### src/rtl/risc16_pkg.sv
// rtl/risc16_pkg.sv - RiSC-16 opcodes, FSM states, ALU ops and field positions
package risc16_pkg;

  localparam logic [2:0] OP_ADD  = 3'd0;
  localparam logic [2:0] OP_ADDI = 3'd1;
  localparam logic [2:0] OP_NAND = 3'd2;
  localparam logic [2:0] OP_LUI  = 3'd3;
  localparam logic [2:0] OP_SW   = 3'd4;
  localparam logic [2:0] OP_LW   = 3'd5;
  localparam logic [2:0] OP_BEQ  = 3'd6;
  localparam logic [2:0] OP_JALR = 3'd7;

  localparam int OPC_LSB = 13;
  localparam int RA_LSB  = 10;
  localparam int RB_LSB  = 7;
  localparam int RC_LSB  = 0;

  typedef enum logic [2:0] {
    S_FETCH,
    S_DECODE,
    S_EXEC,
    S_MEM,
    S_WB,
    S_HALT,
    S_ERROR
  } state_e;

  typedef enum logic [1:0] {
    ALU_ADD,
    ALU_NAND,
    ALU_PASS,
    ALU_EQ
  } alu_op_e;

  function automatic logic [15:0] sext7(input logic [6:0] imm);
    return {{9{imm[6]}}, imm};
  endfunction

endpackage

### src/rtl/risc16_alu.sv
// rtl/risc16_alu.sv - combinational ADD/NAND/PASS datapath with equality flag
module risc16_alu
  import risc16_pkg::*;
(
  input  logic [15:0] a_i,
  input  logic [15:0] b_i,
  input  alu_op_e     op_i,
  output logic [15:0] y_o,
  output logic        eq_o
);

  always_comb begin
    y_o = 16'h0000;
    case (op_i)
      ALU_ADD:  y_o = a_i + b_i;
      ALU_NAND: y_o = ~(a_i & b_i);
      ALU_PASS: y_o = b_i;
      default:  y_o = 16'h0000;
    endcase
  end

  assign eq_o = (a_i == b_i);

endmodule

### src/rtl/risc16_multicycle_core.sv
// rtl/risc16_multicycle_core.sv - multi-cycle RiSC-16 core with req/ack memory ports
// RISC16_TRACE_EN adds retire_valid_o/retire_pc_o/retire_insn_o.
module risc16_multicycle_core
  import risc16_pkg::*;
#(
  parameter int unsigned PC_W     = 16,
  parameter int unsigned RESET_PC = 0,
  parameter int unsigned MAX_WAIT = 0
) (
  input  logic            clk_i,
  input  logic            rst_ni,
  output logic            imem_req_o,
  output logic [PC_W-1:0] imem_addr_o,
  input  logic            imem_ack_i,
  input  logic [15:0]     imem_rdata_i,
  output logic            dmem_req_o,
  output logic            dmem_we_o,
  output logic [15:0]     dmem_addr_o,
  output logic [15:0]     dmem_wdata_o,
  input  logic            dmem_ack_i,
  input  logic [15:0]     dmem_rdata_i,
  output logic            halted_o,
  output logic            error_o
`ifdef RISC16_TRACE_EN
  ,
  output logic            retire_valid_o,
  output logic [PC_W-1:0] retire_pc_o,
  output logic [15:0]     retire_insn_o
`endif
);

  state_e          state_q, state_d;
  logic [PC_W-1:0] pc_q, pc_d, tgt_q, tgt_d, pc_plus1;
  logic [15:0]     ir_q, ir_d, ra_q, ra_d, rb_q, rb_d, rc_q, rc_d, res_q, res_d;
  logic            taken_q, taken_d;
  logic [15:0]     wait_q, wait_d;
  logic            imem_req_q, imem_req_d, dmem_req_q, dmem_req_d;
  logic [15:0]     rf_q [8];
  logic            rf_we;

  logic [2:0]  opc, ra_idx, rb_idx, rc_idx;
  logic [6:0]  imm7;
  logic [9:0]  imm10;
  logic        is_mem, is_halt, writes_rf;
  logic        iack, dack, req_active, timeout;
  logic [15:0] alu_a, alu_b, alu_y;
  alu_op_e     alu_op;
  logic        alu_eq;

  assign opc    = ir_q[OPC_LSB +: 3];
  assign ra_idx = ir_q[RA_LSB +: 3];
  assign rb_idx = ir_q[RB_LSB +: 3];
  assign rc_idx = ir_q[RC_LSB +: 3];
  assign imm7   = ir_q[6:0];
  assign imm10  = ir_q[9:0];

  assign is_mem    = (opc == OP_LW) || (opc == OP_SW);
  assign is_halt   = (opc == OP_JALR) && (imm7 != 7'd0);
  assign writes_rf = (opc != OP_SW) && (opc != OP_BEQ);
  assign pc_plus1  = pc_q + PC_W'(1);

  // Acks only count while the matching request is actually up.
  assign iack       = imem_req_q & imem_ack_i;
  assign dack       = dmem_req_q & dmem_ack_i;
  assign req_active = imem_req_q | dmem_req_q;
  assign timeout    = (MAX_WAIT != 0) && req_active && !iack && !dack &&
                      (wait_q == 16'(MAX_WAIT - 1));

  always_comb begin
    alu_a  = rb_q;
    alu_b  = rc_q;
    alu_op = ALU_ADD;
    case (opc)
      OP_ADDI, OP_LW, OP_SW: alu_b = sext7(imm7);
      OP_NAND: alu_op = ALU_NAND;
      OP_LUI: begin
        alu_b  = {imm10, 6'b000000};
        alu_op = ALU_PASS;
      end
      OP_BEQ: begin
        alu_a  = ra_q;
        alu_b  = rb_q;
        alu_op = ALU_EQ;
      end
      OP_JALR: begin
        alu_b  = 16'(pc_plus1);
        alu_op = ALU_PASS;
      end
      default: ;
    endcase
  end

  risc16_alu u_alu (
    .a_i  (alu_a),
    .b_i  (alu_b),
    .op_i (alu_op),
    .y_o  (alu_y),
    .eq_o (alu_eq)
  );

  always_comb begin
    state_d = state_q;
    pc_d    = pc_q;
    ir_d    = ir_q;
    ra_d    = ra_q;
    rb_d    = rb_q;
    rc_d    = rc_q;
    res_d   = res_q;
    tgt_d   = tgt_q;
    taken_d = taken_q;
    rf_we   = 1'b0;
    case (state_q)
      S_FETCH: begin
        if (iack) begin
          ir_d    = imem_rdata_i;
          state_d = S_DECODE;
        end else if (timeout) begin
          state_d = S_ERROR;
        end
      end
      S_DECODE: begin
        ra_d    = rf_q[ra_idx];
        rb_d    = rf_q[rb_idx];
        rc_d    = rf_q[rc_idx];
        state_d = S_EXEC;
      end
      S_EXEC: begin
        res_d   = alu_y;
        taken_d = alu_eq;
        tgt_d   = PC_W'(16'(pc_q) + 16'd1 + sext7(imm7));
        state_d = is_mem ? S_MEM : S_WB;
      end
      S_MEM: begin
        if (dack) begin
          if (opc == OP_LW) res_d = dmem_rdata_i;
          state_d = S_WB;
        end else if (timeout) begin
          state_d = S_ERROR;
        end
      end
      S_WB: begin
        if (is_halt) begin
          state_d = S_HALT;
        end else begin
          rf_we   = writes_rf && (ra_idx != 3'd0);
          state_d = S_FETCH;
          if (opc == OP_JALR)               pc_d = rb_q[PC_W-1:0];
          else if (opc == OP_BEQ && taken_q) pc_d = tgt_q;
          else                               pc_d = pc_plus1;
        end
      end
      default: ;
    endcase
    wait_d     = (state_d != state_q) ? 16'd0 : (req_active ? wait_q + 16'd1 : wait_q);
    imem_req_d = (state_d == S_FETCH);
    dmem_req_d = (state_d == S_MEM);
  end

  // Requests are registered so they read 0 while reset is held.
  always_ff @(posedge clk_i or negedge rst_ni) begin
    if (!rst_ni) begin
      state_q    <= S_FETCH;
      pc_q       <= PC_W'(RESET_PC);
      ir_q       <= 16'd0;
      ra_q       <= 16'd0;
      rb_q       <= 16'd0;
      rc_q       <= 16'd0;
      res_q      <= 16'd0;
      tgt_q      <= '0;
      taken_q    <= 1'b0;
      wait_q     <= 16'd0;
      imem_req_q <= 1'b0;
      dmem_req_q <= 1'b0;
      for (int i = 0; i < 8; i++) rf_q[i] <= 16'd0;
    end else begin
      state_q    <= state_d;
      pc_q       <= pc_d;
      ir_q       <= ir_d;
      ra_q       <= ra_d;
      rb_q       <= rb_d;
      rc_q       <= rc_d;
      res_q      <= res_d;
      tgt_q      <= tgt_d;
      taken_q    <= taken_d;
      wait_q     <= wait_d;
      imem_req_q <= imem_req_d;
      dmem_req_q <= dmem_req_d;
      if (rf_we) rf_q[ra_idx] <= res_q;
    end
  end

  assign imem_req_o   = imem_req_q;
  assign imem_addr_o  = imem_req_q ? pc_q : '0;
  assign dmem_req_o   = dmem_req_q;
  assign dmem_we_o    = dmem_req_q && (opc == OP_SW);
  assign dmem_addr_o  = dmem_req_q ? res_q : 16'd0;
  assign dmem_wdata_o = (dmem_req_q && (opc == OP_SW)) ? ra_q : 16'd0;
  assign halted_o     = (state_q == S_HALT);
  assign error_o      = (state_q == S_ERROR);

`ifdef RISC16_TRACE_EN
  assign retire_valid_o = (state_q == S_WB);
  assign retire_pc_o    = pc_q;
  assign retire_insn_o  = ir_q;
`endif

endmodule

### config.mk
export PLATFORM = sky130hd
export DESIGN_NAME = risc16_multicycle_core
export DESIGN_NICKNAME = d
export VERILOG_FILES = /design/src/rtl/risc16_pkg.sv /design/src/rtl/risc16_alu.sv /design/src/rtl/risc16_multicycle_core.sv
export SDC_FILE = /design/constraint.sdc
export NUM_CORES = 1
export LEC_CHECK = 0
export ABC_AREA = 1
export CORE_MARGIN = 1.5
export CORE_UTILIZATION = 50
export DETAILED_ROUTE_END_ITERATION = 8
export PLACE_DENSITY_LB_ADDON = 0.1
export SETUP_SLACK_MARGIN = 0.4
export SLEW_MARGIN = 0
export SYNTH_ARGS = -nofsm -noshare
export SYNTH_HDL_FRONTEND = slang
export SYNTH_SLANG_ARGS = --single-unit
export TNS_END_PERCENT = 100
### constraint.sdc
create_clock -name clk_i -period 3.9 [get_ports clk_i]
set_clock_uncertainty 0.15 [all_clocks]
set_input_delay 0.78 -clock clk_i [delete_from_list [all_inputs] [get_ports clk_i]]
set_output_delay 0.78 -clock clk_i [all_outputs]
set_load 0.01 [all_outputs]
# After elaboration in Yosys (flattened, before gate mapping)
# Index checks and enable logic that the tools add are counted.
# totals
regBits	246
elab_cells	104
# classes
n_addsub	3
n_lt_le_gt_ge	4
n_eq_ne	21
n_mux	31
bitwise	8
n_reduce_logical	18
# ops
op	n
2-to-1 mux 16 bit	15
binary-select mux 16 bit (select 3 bit)	3
bitwise mux 128 bit	1
case mux 16 bit (4 select lines)	1
demux 16 bit (select 3 bit)	1
case mux 16 bit (3 select lines)	1
adder 16 bit	2
case mux 16 bit (2 select lines)	1
== test 3 bit (second input constant)	7
adder 16 x 1 -> 16 bit (second input constant)	1
bitwise AND 16 bit	1
== test 16 bit	1
inverter 16 bit	1
== test 3 x 2 -> 1 bit (second input constant)	5
case mux 3 bit (5 select lines)	1
greater-or-equal comparator 4 bit (second input constant)	3
2-to-1 mux 3 bit	4
inverter 3 -> 4 bit	3
nonzero test 7 bit	1
== test 3 x 1 -> 1 bit (second input constant)	2
logical AND 1 bit	6
zero test 3 bit	2
!= test 3 bit (second input constant)	2
case mux 2 bit (3 select lines)	1
other kinds (15)	19

# Logic depth before layout (Yosys ltp)
# depth
word_depth	7
mapped_depth	19
mapped_depth_nobuf	19

# Cells and area by module
# A second synthesis with hierarchy kept.
# hier_totals
hier_cells	2295
area_unflattened_um2	16180.5
# modules_own_cells
mod	instances	cells_each	area_per_inst_um2	seq_area_each_um2
risc16_multicycle_core	1	2034	14843.0	6155.9
risc16_alu	1	261	1337.5	0.0

# Worst setup path after synthesis
# Ideal clock, no wire load.
# synth_path
path_type	flip-flop to flip-flop
start	register ir_q[0]
end	register res_q[8]
setup_ns	0.077
arrival_ns	2.792
required_ns	3.673
slack_ns	0.880
path_stages_with_launch	17
cell_sequence	dfrtp_1 -> buf_2 -> buf_1 -> clkbuf_1 -> a221oi_1 -> a22oi_1 -> ha_1 -> fa_1 -> nand3_1 -> nand3_1 -> nand2_1 -> nand3_1 -> a21oi_1 -> o21ai_0 -> nand3_1 -> nand2_1 -> a21oi_1
# synth_between
elab_chain_cells	4
# synth_rtl
item	line	text
from (decl)	risc16_multicycle_core.sv:34	logic [15:0] ir_q, ir_d, ra_q, ra_d, rb_q, rb_d, rc_q, rc_d, res_q, res_d;
from (signal assigned)	risc16_multicycle_core.sv:178	ir_q <= ir_d;
case mux 16 bit (4 select lines)	risc16_multicycle_core.sv:73	case (opc)
adder 16 bit	risc16_alu.sv:15	ALU_ADD: y_o = a_i + b_i;
case mux 16 bit (3 select lines)	risc16_alu.sv:14	case (op_i)
case mux 16 bit (2 select lines)	risc16_multicycle_core.sv:112	case (state_q)
to (signal assigned)	risc16_multicycle_core.sv:182	res_q <= res_d;
to (decl)	risc16_multicycle_core.sv:34	
# Every way passes these cells.
# A chain may end at the register's enable or synchronous reset.

# Worst setup path in the final report
# layout_path
start	register ir_q[14]
end	output port dmem_wdata_o[12]
# layout_between
elab_chain_cells	3
# layout_rtl
item	line	text
== test 3 bit	risc16_multicycle_core.sv:197	assign dmem_wdata_o = (dmem_req_q && (opc == OP_SW)) ? ra_q : 16'd0;
logical AND 1 bit	risc16_multicycle_core.sv:197	
2-to-1 mux 16 bit	risc16_multicycle_core.sv:197	
to (decl)	risc16_multicycle_core.sv:19	output logic [15:0] dmem_wdata_o,
# Every way passes these cells.

==> impl_summary.log <==
INFO  metric status = finished clean
INFO  metric power.density_cell_area = 303 nW/um^2
INFO  metric postSynthNetCount = 2320
INFO  metric timing.critical_path.to_type = output pin
INFO  metric grt_setup_unrepaired = true
INFO  metric max_slew.worst_pin.slew = 915 ps
INFO  metric grt_antenna_before_repair = 1
INFO  metric tritoncts_sink_count = 246
INFO  metric tns = 0 ps
INFO  metric postRouteAntennaNets = 0
INFO  metric area_growth = 14.3%
INFO  metric multiInputGateArea = 8010 sq um
INFO  metric place_hpwl = 42.4 mm
INFO  metric synth.yosys.seq_area_share = 38.9%
INFO  metric critical_path_peak_fanout = 11
INFO  metric irDropWorstVdd = 0.392 mV
INFO  metric grt_use_total = 36.3%
INFO  metric dominantRegCellSynth = dfrtp_1
INFO  metric grt_max_degree = 91
INFO  metric grt_util_met3 = 5.42%
INFO  metric coreArea = 30800 sq um
INFO  metric grt.busiest_layer = met2
INFO  metric final_period_minus_worst_setup_slack = 3360 ps
INFO  metric count_of_fill_cells_added_during_filler_insertion = 2924
INFO  metric critical_path.startpoint = ir_q[14]$_DFFE_PN0P_
INFO  metric die-width = 181 um
INFO  metric routing_usage_on_met1 = 48.7%
INFO  metric timing.hold.worst.class = primary input to asynchronous set/reset pin
INFO  metric routed-via-count = 16300
INFO  metric synth.ff_latch_count = 246
INFO  metric report.final.setup_viol = 0
INFO  metric initial_core_util = 51.3%
INFO  metric post_synth_inst_count = 2246
INFO  metric regArea = 6160 sq um
INFO  metric period_share = 86.2%
INFO  metric crit_arrival = 2430 ps
INFO  metric final_hold_viol_count = 0
INFO  metric syn-cell-area = 15800 sq um
INFO  metric drt_first_pass_iters = 6
INFO  metric total_power = 5.48 mW
INFO  metric cp_data_required_time = 2970 ps
INFO  metric num_rows = 64
INFO  metric share_of_cells_above_drive_strength_1 = 6.79%
INFO  metric remaining_drc_errors = 0
INFO  metric grt_first_pass_wirelength = 91.4 mm
INFO  metric cts_hold_repair.buffers = 0
INFO  metric finalMaxSlewViolations = 0
INFO  metric port_buffers = 88
INFO  metric max-cap-violations = 0
INFO  metric critical_setup_path_class = register to output pin
INFO  metric grt_util_met2 = 59.2%
INFO  metric synth_async_sr_flop_share = 100%
INFO  metric number_of_warnings_reported_in_the_yosys_synthesis_log = 0
INFO  metric hold-worst-slack = 68.2 ps
INFO  metric grt_pass1_vias = 15200
INFO  metric grt_overflow = 0
INFO  metric timing.max_slew.rel_slack = 38.9%
INFO  metric pin_count = 89
INFO  metric worst_r2r_endpoint = res_q[14]$_DFFE_PN0P_
INFO  metric worst_r2r_startpoint = pc_q[0]$_DFFE_PN0P_
INFO  metric drt_iter0_markers = 1661
INFO  metric die_area = 32700 sq um
INFO  metric synth-edff-count = 0
INFO  metric vias_per_cell = 6.05
INFO  metric htree_num_levels = 1
INFO  metric setup.worst_path.start_class = register
INFO  metric die-height = 181 um
INFO  metric synth.avg_cell_area = 7.04 sq um
INFO  metric nNetsFinal = 2349
INFO  metric cts-buffers-inserted = 29
INFO  metric insertedDiodeCount = 0
INFO  metric ctsRootBufferMaster = clkbuf_16
INFO  metric timing.reg2reg.setup_slack = 580 ps
INFO  metric number_of_distinct_standard_cells_referenced_by_the_synthesized_netlist = 49
INFO  metric clkSlewWorstSetupHoldPaths = 60 ps
INFO  metric avgRoutedWirePerCell = 22.2 um
INFO  metric reg2regPathDepth = 18
INFO  metric cts_max_path_buffers = 3
INFO  metric latest_clock_arrival_within_the_worst_skew_pair = 570 ps
INFO  metric finalWeightedCongestion = 1.03
INFO  metric static_leakage_power = 8.33 nW
INFO  metric fmax = 298 MHz
INFO  metric tritoncts = done
INFO  metric wl = 59.6 mm
cell type report:
type | instances | area share [%]
multi-input combinational | 1573 | 44.3
timing repair buffer | 141 | 7.47
sequential | 246 | 34.1
clock inverter | 9 | 0.713
clock buffer | 43 | 4.75
tap | 396 | 2.74
inverter | 284 | 5.90
worst max-delay path: stages, from the launching register on:
cell and delay, ps:
dfrtp_2 480, nor3_1 260, nand2_2 180, nor2_1 330, clkdlybuf4s50_1 610
layout by cell type, fill, tap and decap left out, types with 4 or more instances in the layout:
master             n
a211oi_1          12
a21boi_0           7
a21oi_1          212
a221oi_1          16
a22oi_1           27
and2_1             7
buf_12             5
buf_4             47
clkbuf_1           6
clkbuf_16         29
clkbuf_8           8
clkdlybuf4s50_1   87
clkinv_1           4
dfrtp_1          241
dfrtp_2            4
ha_1              35
inv_1            273
inv_2              7
mux2_2             5
nand2_1          481
nand2_2            7
nand3_1          155
nand4_1           26
nor2_1           115
nor2_2            11
nor3_1            16
nor4_1             4
o211ai_1          32
o21ai_0          260
o21ai_1           74
o221ai_1          11
o22ai_1           14
or2_2              8
xor2_1             8
worst max path at each step:
stage                                 end  slack [ps]  cells after the start
floorplan            res_q[8]$_DFFE_PN0P_         880                     16
global placement    res_q[10]$_DFFE_PN0P_          80                     16
detailed placement  res_q[10]$_DFFE_PN0P_          60                     16
CTS                 res_q[11]$_DFFE_PN0P_         410                     19
global route        res_q[11]$_DFFE_PN0P_         380                     19
finish                   dmem_wdata_o[12]         540                      4
state kept, by name, summed over array words and instances, names as in the netlist:
register,count
state_q,3
dmem_req_o,1
tgt_q,16
rc_q,16
pc_q,16
ra_q,16
res_q,16
rf_q,128
rb_q,16
ir_q,16
taken_q,1
imem_req_o,1
metal layers:
layer	routed length, um	up-vias
met5	19	-
met4	2500	2
met3	5160	183
met2	27300	828
met1	24600	7714
li1	-	7565
synth_stat cells, types with 2 or more instances:
| master | instances | share of area (%) |
|---|---|---|
| o221ai_1 | 11 | 0.61 |
| buf_2 | 20 | 0.63 |
| o22ai_1 | 14 | 0.55 |
| buf_6 | 6 | 0.43 |
| o21ai_1 | 73 | 2.3 |
| nand3_1 | 155 | 4.9 |
| xnor2_1 | 3 | 0.17 |
| inv_1 | 274 | 6.5 |
| clkinv_1 | 4 | 0.095 |
| nor2_4 | 2 | 0.14 |
| and2_1 | 7 | 0.28 |
| nor4_1 | 4 | 0.16 |
| nand3_2 | 3 | 0.19 |
| or2_2 | 8 | 0.32 |
| nand2_1 | 483 | 11 |
| nor2_2 | 6 | 0.24 |
| buf_1 | 15 | 0.36 |
| inv_2 | 6 | 0.14 |
| mux2_2 | 5 | 0.36 |
| a22oi_1 | 27 | 1.3 |
| nor3_1 | 17 | 0.54 |
| clkbuf_1 | 97 | 2.3 |
| nor2_1 | 121 | 2.9 |
| nand4_1 | 26 | 1.0 |
| xor2_1 | 9 | 0.50 |
| a21boi_0 | 9 | 0.43 |
| a221oi_1 | 16 | 0.89 |
| dfrtp_1 | 246 | 39 |
| ha_1 | 36 | 2.8 |
| buf_4 | 5 | 0.24 |
| nand2_2 | 5 | 0.20 |
| fa_1 | 2 | 0.25 |
| a211oi_1 | 12 | 0.57 |
| a21oi_1 | 212 | 6.7 |
| o2111ai_1 | 2 | 0.11 |
| o211ai_1 | 32 | 1.5 |
| o21ai_0 | 261 | 8.3 |
report_power, final:
part	leakage, nW	internal [mW]	switching [mW]
logic	4.58	0.0372	0.0580
clock network	0.481	1.71	1.12
registers	3.28	2.55	0
timing repair:
item	in CTS	in global routing
setup buffers	2	1
pin swaps	1	1
gates resized for setup	7	12
setup endpoints to repair	25	10
cells by family (layout without fill, tap and decap cells):
| family | count (synthesis) | in the layout | share of synthesized area (%) |
|---|---|---|---|
| xor gates and xnor gates | 12 | 12 | 0.665 |
| buffers and inverters | 427 | 477 | 10.7 |
| DFF | 246 | 246 | 38.9 |
| muxes | 5 | 5 | 0.356 |
| adders and majority gates | 38 | 38 | 3.10 |
| and+or+nand+nor | 842 | 842 | 22.6 |
| AOI/OAI and AO/OA | 676 | 676 | 23.6 |
metrics by stage:
step	util [%]	std cells	cell area [sq um]	setup slack (ps)
5_1_grt	58.6	2692	18100	382
3_5_place_dp	55.2	2637	17000	64.7
6_report	58.6	2692	18100	539
4_1_cts	58.5	2691	18000	410
3_3_place_gp	55.2	2637	17000	80.1
2_1_floorplan	-	2246	15800	880
No activity file was read; power rests on OpenSTA's default activity.
